$ cat src/rtl/instr_decoder_pkg.sv
// Shared decode definitions: opcode/funct constants, decoded-instruction struct,
// and the immediate-format classifier used by the immediate generator.
package instr_decoder_pkg;

   // Major opcodes (raw[6:0])
   localparam logic [6:0] LOAD     = 7'b0000011;
   localparam logic [6:0] MISC_MEM = 7'b0001111;
   localparam logic [6:0] OP_IMM   = 7'b0010011;
   localparam logic [6:0] AUIPC    = 7'b0010111;
   localparam logic [6:0] STORE    = 7'b0100011;
   localparam logic [6:0] AMO      = 7'b0101111;
   localparam logic [6:0] OP       = 7'b0110011;
   localparam logic [6:0] LUI      = 7'b0110111;
   localparam logic [6:0] BRANCH   = 7'b1100011;
   localparam logic [6:0] JALR     = 7'b1100111;
   localparam logic [6:0] JAL      = 7'b1101111;
   localparam logic [6:0] SYSTEM   = 7'b1110011;

   // funct3 for OP / OP_IMM, AMO width and SYSTEM privileged group
   localparam logic [2:0] F3_ADD_SUB = 3'b000;
   localparam logic [2:0] F3_SLL     = 3'b001;
   localparam logic [2:0] F3_SLT     = 3'b010;
   localparam logic [2:0] F3_SLTU    = 3'b011;
   localparam logic [2:0] F3_XOR     = 3'b100;
   localparam logic [2:0] F3_SR      = 3'b101;
   localparam logic [2:0] F3_OR      = 3'b110;
   localparam logic [2:0] F3_AND     = 3'b111;
   localparam logic [2:0] F3_AMO_W   = 3'b010;
   localparam logic [2:0] F3_PRIV    = 3'b000;

   // funct7 groups
   localparam logic [6:0] F7_BASE   = 7'b0000000;
   localparam logic [6:0] F7_ALT    = 7'b0100000;
   localparam logic [6:0] F7_MULDIV = 7'b0000001;

   // One-hot mnemonic flags (at most one set per decoded word)
   typedef struct packed {
      logic lui, auipc, jal, jalr;
      logic beq, bne, blt, bge, bltu, bgeu;
      logic lb, lh, lw, lbu, lhu;
      logic sb, sh, sw;
      logic addi, slti, sltiu, xori, ori, andi, slli, srli, srai;
      logic add, sub, sll, slt, sltu, xor_op, srl, sra, or_op, and_op;
      logic fence, fencei, ecall, ebreak;
      logic csrrw, csrrs, csrrc, csrrwi, csrrsi, csrrci;
      logic mul, mulh, mulhsu, mulhu, div, divu, rem, remu;
      logic lr, sc, amoswap, amoadd, amoxor, amoand, amoor;
      logic amomin, amomax, amominu, amomaxu;
      logic sret, mret, wfi, sfence_vma;
   } flags_t;

   typedef struct packed {
      flags_t      flags;
      logic [31:0] imm;
      logic [31:0] pc;
      logic [4:0]  rs1;
      logic [4:0]  rs2;
      logic [4:0]  rd;
      logic [11:0] csr;
      logic        writes_rd;
   } instructions_t;

   typedef enum logic [2:0] {
      FMT_NONE, FMT_I, FMT_S, FMT_B, FMT_U, FMT_J, FMT_Z, FMT_SH
   } imm_fmt_e;

   // Immediate format implied by the opcode (and funct3 for shifts / CSR-imm)
   function automatic imm_fmt_e imm_fmt(input logic [31:0] raw);
      imm_fmt_e fmt;
      fmt = FMT_NONE;
      case (raw[6:0])
         LOAD, JALR, MISC_MEM: fmt = FMT_I;
         OP_IMM:   fmt = (raw[13:12] == 2'b01) ? FMT_SH : FMT_I;
         STORE:    fmt = FMT_S;
         BRANCH:   fmt = FMT_B;
         LUI, AUIPC: fmt = FMT_U;
         JAL:      fmt = FMT_J;
         SYSTEM:   fmt = raw[14] ? FMT_Z : FMT_I;
         default:  fmt = FMT_NONE;
      endcase
      return fmt;
   endfunction

endpackage

$ cat src/rtl/instr_decoder_imm_gen.sv
// Combinational immediate generator: raw word -> format-selected 32-bit imm.
module instr_decoder_imm_gen
   import instr_decoder_pkg::*;
(
   input  logic [31:0] raw,
   output logic [31:0] imm
);

   // Assemble the immediate for the format implied by the opcode
   always_comb begin
      imm = '0;
      case (imm_fmt(raw))
         FMT_I:  imm = {{20{raw[31]}}, raw[31:20]};
         FMT_S:  imm = {{20{raw[31]}}, raw[31:25], raw[11:7]};
         FMT_B:  imm = {{19{raw[31]}}, raw[31], raw[7], raw[30:25], raw[11:8], 1'b0};
         FMT_U:  imm = {raw[31:12], 12'b0};
         FMT_J:  imm = {{11{raw[31]}}, raw[31], raw[19:12], raw[20], raw[30:21], 1'b0};
         FMT_Z:  imm = {27'b0, raw[19:15]};
         FMT_SH: imm = {27'b0, raw[24:20]};
         default: imm = '0;
      endcase
   end

endmodule

$ cat src/rtl/instr_decoder.sv
// Registered RV32IMA + Zicsr + Zifencei + privileged decoder with an
// enabled/completed handshake; one decoded result per accepted request.
module instr_decoder
   import instr_decoder_pkg::*;
(
   input  logic          clk,
   input  logic          rstn,
   input  logic          enabled,
   input  logic [31:0]   pc,
   input  logic [31:0]   raw,
   output logic          completed,
   output instructions_t instr,
   output logic          is_illegal
);

   logic [6:0]    opcode, funct7;
   logic [2:0]    funct3;
   logic [31:0]   imm;
   flags_t        fl;
   logic          illegal, no_rd;
   logic          completed_d, completed_q;
   logic          illegal_d, illegal_q;
   instructions_t instr_d, instr_q;

   assign opcode = raw[6:0];
   assign funct3 = raw[14:12];
   assign funct7 = raw[31:25];

   instr_decoder_imm_gen u_imm_gen (
      .raw (raw),
      .imm (imm)
   );

   // Mnemonic flag decode and legality; no_rd marks ops whose rd is not written
   always_comb begin
      fl      = '0;
      illegal = 1'b0;
      no_rd   = 1'b0;
      case (opcode)
         LUI:   fl.lui   = 1'b1;
         AUIPC: fl.auipc = 1'b1;
         JAL:   fl.jal   = 1'b1;
         JALR:  if (funct3 == 3'b000) fl.jalr = 1'b1; else illegal = 1'b1;
         BRANCH: begin
            no_rd = 1'b1;
            case (funct3)
               3'b000: fl.beq  = 1'b1;
               3'b001: fl.bne  = 1'b1;
               3'b100: fl.blt  = 1'b1;
               3'b101: fl.bge  = 1'b1;
               3'b110: fl.bltu = 1'b1;
               3'b111: fl.bgeu = 1'b1;
               default: illegal = 1'b1;
            endcase
         end
         LOAD: begin
            case (funct3)
               3'b000: fl.lb  = 1'b1;
               3'b001: fl.lh  = 1'b1;
               3'b010: fl.lw  = 1'b1;
               3'b100: fl.lbu = 1'b1;
               3'b101: fl.lhu = 1'b1;
               default: illegal = 1'b1;
            endcase
         end
         STORE: begin
            no_rd = 1'b1;
            case (funct3)
               3'b000: fl.sb = 1'b1;
               3'b001: fl.sh = 1'b1;
               3'b010: fl.sw = 1'b1;
               default: illegal = 1'b1;
            endcase
         end
         OP_IMM: begin
            case (funct3)
               F3_ADD_SUB: fl.addi  = 1'b1;
               F3_SLT:     fl.slti  = 1'b1;
               F3_SLTU:    fl.sltiu = 1'b1;
               F3_XOR:     fl.xori  = 1'b1;
               F3_OR:      fl.ori   = 1'b1;
               F3_AND:     fl.andi  = 1'b1;
               F3_SLL:     if (funct7 == F7_BASE) fl.slli = 1'b1; else illegal = 1'b1;
               F3_SR: begin
                  if (funct7 == F7_BASE)     fl.srli = 1'b1;
                  else if (funct7 == F7_ALT) fl.srai = 1'b1;
                  else                       illegal = 1'b1;
               end
               default: illegal = 1'b1;
            endcase
         end
         OP: begin
            case (funct7)
               F7_BASE: begin
                  case (funct3)
                     F3_ADD_SUB: fl.add    = 1'b1;
                     F3_SLL:     fl.sll    = 1'b1;
                     F3_SLT:     fl.slt    = 1'b1;
                     F3_SLTU:    fl.sltu   = 1'b1;
                     F3_XOR:     fl.xor_op = 1'b1;
                     F3_SR:      fl.srl    = 1'b1;
                     F3_OR:      fl.or_op  = 1'b1;
                     F3_AND:     fl.and_op = 1'b1;
                     default:    illegal   = 1'b1;
                  endcase
               end
               F7_ALT: begin
                  if (funct3 == F3_ADD_SUB) fl.sub = 1'b1;
                  else if (funct3 == F3_SR) fl.sra = 1'b1;
                  else                      illegal = 1'b1;
               end
               F7_MULDIV: begin
                  case (funct3)
                     3'b000: fl.mul    = 1'b1;
                     3'b001: fl.mulh   = 1'b1;
                     3'b010: fl.mulhsu = 1'b1;
                     3'b011: fl.mulhu  = 1'b1;
                     3'b100: fl.div    = 1'b1;
                     3'b101: fl.divu   = 1'b1;
                     3'b110: fl.rem    = 1'b1;
                     3'b111: fl.remu   = 1'b1;
                     default: illegal  = 1'b1;
                  endcase
               end
               default: illegal = 1'b1;
            endcase
         end
         MISC_MEM: begin
            no_rd = 1'b1;
            if (funct3 == 3'b000)      fl.fence  = 1'b1;
            else if (funct3 == 3'b001) fl.fencei = 1'b1;
            else                       illegal   = 1'b1;
         end
         AMO: begin
            if (funct3 != F3_AMO_W) illegal = 1'b1;
            else begin
               case (raw[31:27])
                  5'b00010: fl.lr      = 1'b1;
                  5'b00011: fl.sc      = 1'b1;
                  5'b00001: fl.amoswap = 1'b1;
                  5'b00000: fl.amoadd  = 1'b1;
                  5'b00100: fl.amoxor  = 1'b1;
                  5'b01100: fl.amoand  = 1'b1;
                  5'b01000: fl.amoor   = 1'b1;
                  5'b10000: fl.amomin  = 1'b1;
                  5'b10100: fl.amomax  = 1'b1;
                  5'b11000: fl.amominu = 1'b1;
                  5'b11100: fl.amomaxu = 1'b1;
                  default:  illegal    = 1'b1;
               endcase
            end
         end
         SYSTEM: begin
            case (funct3)
               F3_PRIV: begin
                  no_rd = 1'b1;
                  if (raw[31:20] == 12'h000)      fl.ecall  = 1'b1;
                  else if (raw[31:20] == 12'h001) fl.ebreak = 1'b1;
                  else if (raw[31:20] == 12'h102) fl.sret   = 1'b1;
                  else if (raw[31:20] == 12'h302) fl.mret   = 1'b1;
                  else if (raw[31:20] == 12'h105) fl.wfi    = 1'b1;
                  else if (funct7 == 7'b0001001)  fl.sfence_vma = 1'b1;
                  else                            illegal   = 1'b1;
               end
               3'b001: fl.csrrw  = 1'b1;
               3'b010: fl.csrrs  = 1'b1;
               3'b011: fl.csrrc  = 1'b1;
               3'b101: fl.csrrwi = 1'b1;
               3'b110: fl.csrrsi = 1'b1;
               3'b111: fl.csrrci = 1'b1;
               default: illegal  = 1'b1;
            endcase
         end
         default: illegal = 1'b1;
      endcase
      if (illegal) fl = '0;
   end

   // Next-state: capture a new decode when enabled, otherwise hold the last one
   always_comb begin
      completed_d = enabled;
      instr_d     = instr_q;
      illegal_d   = illegal_q;
      if (enabled) begin
         instr_d.flags     = fl;
         instr_d.imm       = imm;
         instr_d.pc        = pc;
         instr_d.rs1       = raw[19:15];
         instr_d.rs2       = raw[24:20];
         instr_d.rd        = raw[11:7];
         instr_d.csr       = raw[31:20];
         instr_d.writes_rd = !illegal && !no_rd && (raw[11:7] != 5'd0);
         illegal_d         = illegal;
      end
   end

   // Output register with asynchronous clear
   always_ff @(posedge clk or negedge rstn) begin
      if (!rstn) begin
         completed_q <= 1'b0;
         illegal_q   <= 1'b0;
         instr_q     <= '0;
      end else begin
         completed_q <= completed_d;
         illegal_q   <= illegal_d;
         instr_q     <= instr_d;
      end
   end

   assign completed  = completed_q;
   assign instr      = instr_q;
   assign is_illegal = illegal_q;

endmodule

$ cat config.mk
export PLATFORM = sky130hd
export DESIGN_NAME = instr_decoder
export DESIGN_NICKNAME = d
export VERILOG_FILES = /design/src/rtl/instr_decoder_pkg.sv /design/src/rtl/instr_decoder_imm_gen.sv /design/src/rtl/instr_decoder.sv
export SDC_FILE = /design/constraint.sdc
export NUM_CORES = 1
export LEC_CHECK = 0
export ABC_AREA = 1
export ABC_CLOCK_PERIOD_IN_PS = 800
export BUFFER_PORTS_ARGS = -buffer_cell sky130_fd_sc_hd__buf_2
export CAP_MARGIN = 40
export CORE_UTILIZATION = 51
export DETAILED_ROUTE_END_ITERATION = 12
export HOLD_SLACK_MARGIN = 0.08
export PLACE_DENSITY_LB_ADDON = 0.3
export SKIP_LAST_GASP = 1
export SYNTH_ARGS = -nofsm -noshare
export SYNTH_HDL_FRONTEND = slang
export SYNTH_SLANG_ARGS = --single-unit
$ cat constraint.sdc
create_clock -name clk -period 0.8 [get_ports clk]
set_input_delay 0.12 -clock clk [delete_from_list [all_inputs] [get_ports clk]]
set_output_delay 0.12 -clock clk [all_outputs]
set_load 0.005 [all_outputs]
==> results.py, run 1 <==
metrics = {
    "place": {
        "dp_hpwl_um": 17400,
        "io_buffers": 230,
        "gp_congestion": 0.944,
        "dp_cells": 1402,
    },
    "status": {
        "firstError": "[ERROR GRT-0232] Routing congestion too high. Check the congestion heatmap in the GUI.",
        "lastStage": "global routing (5_1_grt)",
        "outcome": "stopped before the end",
    },
    "logic_synthesis": {
        "synthesis.area_mm2": 0.00729,
        "synth-edff-count": 0,
        "syn_avg_cell_area_um2": 8.17,
        "synth_nets": 959,
        "async_flop_share_pct": 100,
        "synth_warnings": 0,
        "synth-seq-cells": 159,
        "synthCells": 892,
        "ys_seq_area_share_pct": 54.6,
        "ys_dominant_reg_cell": "dfrtp_1",
        "yosysUniqueCellTypes": 32,
    },
    "sta": {
        "grt_repair_worst_endpoint": "instr[81]$_DFFE_PN0P_/D",
        "worst-ep-kind": "register data pin",
    },
    "global_route": {
        "grtUsageTotal_pct": 75.3,
        "overflow": 4,
        "grt_max_degree": 40,
    },
    "clock_tree": {
        "htree_levels": 4,
        "root_buffer": "clkbuf_16",
        "cts_made_buffers": 17,
        "clock-sinks": 159,
        "clock_path_buffers": 2,
    },
    "die": {
        "dieHeight_um": 122,
        "io_pins": 231,
        "fp-row-count": 43,
        "die_w_um": 122,
        "start_util_pct": 52.3,
    },
}
==> cell usage after synthesis (6+ instances only) <==
library cell	number	area share (%)
a21oi_1	17	1.2
buf_4	7	0.72
clkbuf_1	31	1.6
dfrtp_1	159	55
inv_1	51	2.6
inv_2	7	0.36
nand2_1	355	18
nand2_2	6	0.51
nand3_1	43	3.0
nand3_2	11	1.5
nand4_1	29	2.5
nor2_1	52	2.7
nor2_2	6	0.51
o21ai_0	64	4.4
o31ai_1	16	1.6
==> per-stage QoR <==
step	area [um^2]	TNS [ns]	worst slack, ns
detailed placement	10100	-60.03	-0.746
floorplan	7740	-23.91	-0.534
global placement	10100	-55.58	-0.704
CTS	12400	-53.85	-0.329
==> per-layer routing <==
metal  GRT usage (%)  GRT overflow
met5            16.7             0
met4            77.7             4
met3            56.3             0
met2            92.9             0
met1            76.8             0
==> logic make-up after synthesis <==
logic type             count (synthesis)  synth area share [%]
AO/OA/AOI/OAI                        110                  8.68
AND/OR/NAND/NOR                      514                  30.4
buffers and inverters                109                  6.38
flip-flops                           159                  54.6
==> timing repair <==
action                                  CTS
gates resized for setup                 147
pin swaps                                52
setup buffers                            82
cloned                                    1
endpoints found under the setup margin  239
hold buffers                             45
endpoints found under the hold margin   205
==> inputs of run 2 (changes only) <==
- CORE_UTILIZATION: 51 -> 40
- HOLD_SLACK_MARGIN: 0.08 -> not set
- PLACE_DENSITY_LB_ADDON: 0.3 -> 0.15
==> results.py, run 2 <==
metrics = {
    "logic_synthesis": {
        "synth_top_area_cell": "dfrtp_1",
        "synth-compound-area-share_pct": 8.68,
        "synthCells": 892,
        "synth_nets": 959,
        "ys_seq_area_share_pct": 54.6,
        "syn_avg_cell_area_um2": 8.17,
        "synth_top_family_by_area": "simple AND/OR/NAND/NOR gates",
        "synthesis.area_mm2": 0.00729,
        "synth_fa_ha_area_share_pct": 0,
        "synth-simple-area-share_pct": 30.4,
        "ys_top_cells_by_area": "dfrtp_1, nand2_1, o21ai_0",
        "synth_mux_area_share_pct": 0,
        "synth_xor_xnor_area_share_pct": 0,
        "synth_top_area_share_pct": 54.6,
        "async_flop_share_pct": 100,
        "yosysUniqueCellTypes": 32,
        "synth.most_common_cell": "nand2_1",
        "synth-seq-cells": 159,
        "synth_common_cells": "nand2_1, dfrtp_1, o21ai_0",
        "ys_dominant_reg_cell": "dfrtp_1",
        "synth-edff-count": 0,
        "synth_warnings": 0,
    },
    "detailed_routing": {
        "viasPerCell": 4.90,
        "avgRoutedWirePerCell_um": 16.1,
        "drc": 0,
        "drtIter0Drc": 435,
        "routed_wirelength_um": 26300,
        "vias": 8028,
        "final_antenna_net_count": 0,
        "dr.pass1.iters": 6,
    },
    "finish": {
        "largest_reg_flops": 157,
        "syn_to_final_growth_pct": 76.2,
        "num-fill-cells": 1333,
        "final_area_mm2": 0.0128,
        "n_antenna_cell": 0,
        "mostFrequentLayoutCells": "nand2_1, buf_4, buf_2, dfrtp_1, buf_6",
        "fin_cells": 1638,
        "regArea_mm2": 0.00398,
        "nets": 1464,
        "final_common_cell": "nand2_1",
        "multiInputGateArea_mm2": 0.00366,
        "drive_above_1_share_pct": 50.3,
    },
    "pwr": {
        "p_total_uw": 20300,
        "combinationalPowerShare_pct": 15.6,
        "p_sw_uw": 5220,
        "clkPwrFrac_pct": 42.3,
        "internal_power_uw": 15100,
        "pwr-share-seq_pct": 42.1,
        "irDropWorstVdd_v": 0.00143,
        "swShare_pct": 25.6,
        "powerDensity_mw_per_mm2": 1580,
        "power.leakage_uw": 0.00708,
    },
    "place": {
        "dp_cells": 1451,
        "gp_congestion": 0.916,
        "dp_hpwl_um": 18100,
        "placedInstanceArea_mm2": 0.0101,
        "pre_cts_ws_ns": -0.769,
        "io_buffers": 230,
    },
    "sta": {
        "report.final.slew_viol_count": 0,
        "setup_viol": 242,
        "post-route-min-period_ns": 1.12,
        "setup_tns_ns": -53.33,
        "period_share_pct": 140,
        "hold_violations": 0,
        "tightest_slew_ns": 0.476,
        "fin_skew_ns": 0,
        "relSlewSlack_pct": 68.3,
        "grt_setup_unrepaired": "true",
        "max_clock_freq_mhz": 894,
        "final.setup.worst_slack_ns": -0.319,
    },
    "die": {
        "die_w_um": 137,
        "dieHeight_um": 137,
        "io_pins": 231,
        "fp-row-count": 49,
        "die_area_mm2": 0.0188,
        "design.core.area_mm2": 0.0179,
        "start_util_pct": 40.7,
    },
    "global_route": {
        "grt_pass1_wl_um": 39100,
        "busiest_layer": "met2",
        "grtUsageMet3_pct": 5.19,
        "met2_usage_pct": 44.9,
        "grt_pass1_vias": 7628,
        "overflow": 0,
        "antenna_found_initial": 0,
        "grtUsageTotal_pct": 27.4,
        "grt_use_met1_pct": 36.4,
        "grt_max_degree": 60,
    },
    "status": {
        "outcome": "finished, violations left",
        "violations": "setup timing",
    },
    "min_path": {
        "hp-start": "raw[11]",
        "min_path_type": "in -> reg",
        "min_path_cells": 4,
    },
    "clock_tree": {
        "clk_pin_slew_worst_paths_ns": 0.06,
        "cts_tree": "built",
        "clk-insertion-delay-late_ns": 0.41,
        "htree_levels": 4,
        "clock_path_buffers": 2,
        "root_buffer": "clkbuf_16",
        "clock-sinks": 159,
        "cts_made_buffers": 17,
    },
    "critical_path": {
        "crit_path_start_kind": "register",
        "end_kind": "output pin",
        "path_max_fanout": 2,
        "crit_arrival_ns": 1.00,
        "r2r_start": "instr[60]$_DFFE_PN0P_",
        "path_buf_inv": 1,
        "crit_cells": 1,
        "critPathKind": "reg -> out",
        "path_cells": "buf_2",
        "ff2ff_path_depth": 4,
        "critical-path-slowest-cell": "dfrtp_1",
        "max_stage_delay_ns": 0.43,
        "crit_family": "flip-flops",
        "cp.required_ns": 0.68,
        "setup.worst_path.start": "is_illegal$_DFFE_PN0P_",
    },
    "job": {
        "max_cap_violations": 0,
    },
}
[run 2: final timing paths]
check | to | slack (ns)
hold / removal | instr[17]$_DFFE_PN0P_ | 0.02
setup reg to reg | instr[60]$_DFFE_PN0P_ | -0.12
max in group asynchronous | instr[71]$_DFFE_PN0P_ | 0.24
setup / recovery | is_illegal | -0.32
min in group asynchronous | instr[38]$_DFFE_PN0P_ | 0.11
hold reg to reg | instr[54]$_DFFE_PN0P_ | 0.47
[run 2: kinds of logic after synthesis]
group	Yosys count
DFF	159
buffers and inverters	109
and+or+nand+nor	514
AOI/OAI and AO/OA	110
[run 2: cell type report]
type / instances / area share [%]
tap: 229 / 2.23
multi-input combinational: 624 / 28.5
inverter: 59 / 2.47
timing repair buffer: 536 / 31.0
clock buffer: 19 / 3.37
sequential: 159 / 31.0
clock inverter: 12 / 1.42
[run 2: timing repair]
item / in CTS / in global routing
pin swaps: 42 / 36
resized for setup: 118 / 86
hold endpoints to repair: 191 / 0
setup buffers: 72 / 59
setup endpoints to repair: 243 / 289
cloned: 1 / 0
hold buffers: 33 / 0
[run 2: layer usage]
metal	vias to the layer above	part of all wire, %
li1	3896	-
met1	3810	44
met2	274	49
met5	-	0
met3	48	5.1
met4	0	2.3
[run 2: power groups by stage]
stage / logic, uW / registers (uW) / clock network, uW
after floorplan: 979 / 8730 / 0
after global placement: 2410 / 8700 / 0
after detailed placement: 2440 / 8700 / 0
after CTS: 2890 / 8550 / 8750
after global routing: 3450 / 8590 / 9030
final: 3170 / 8560 / 8610
[run 2: tightest hold or removal path, cell delays in order]
cell     delay, ns
buf_2         0.09
buf_4         0.10
nand2_1       0.04
nand2_1       0.05
[run 2: through the flow]
step / hold WS [ns] / utilization, %
5_1_grt: 0.0286 / 71.8
2_1_floorplan: -0.176 / -
3_5_place_dp: -0.0154 / 56.5
4_1_cts: 0.00839 / 67.6
3_3_place_gp: -0.0129 / 56.5
6_report: 0.0245 / 71.8
No activity file was read; power rests on OpenSTA's default activity.
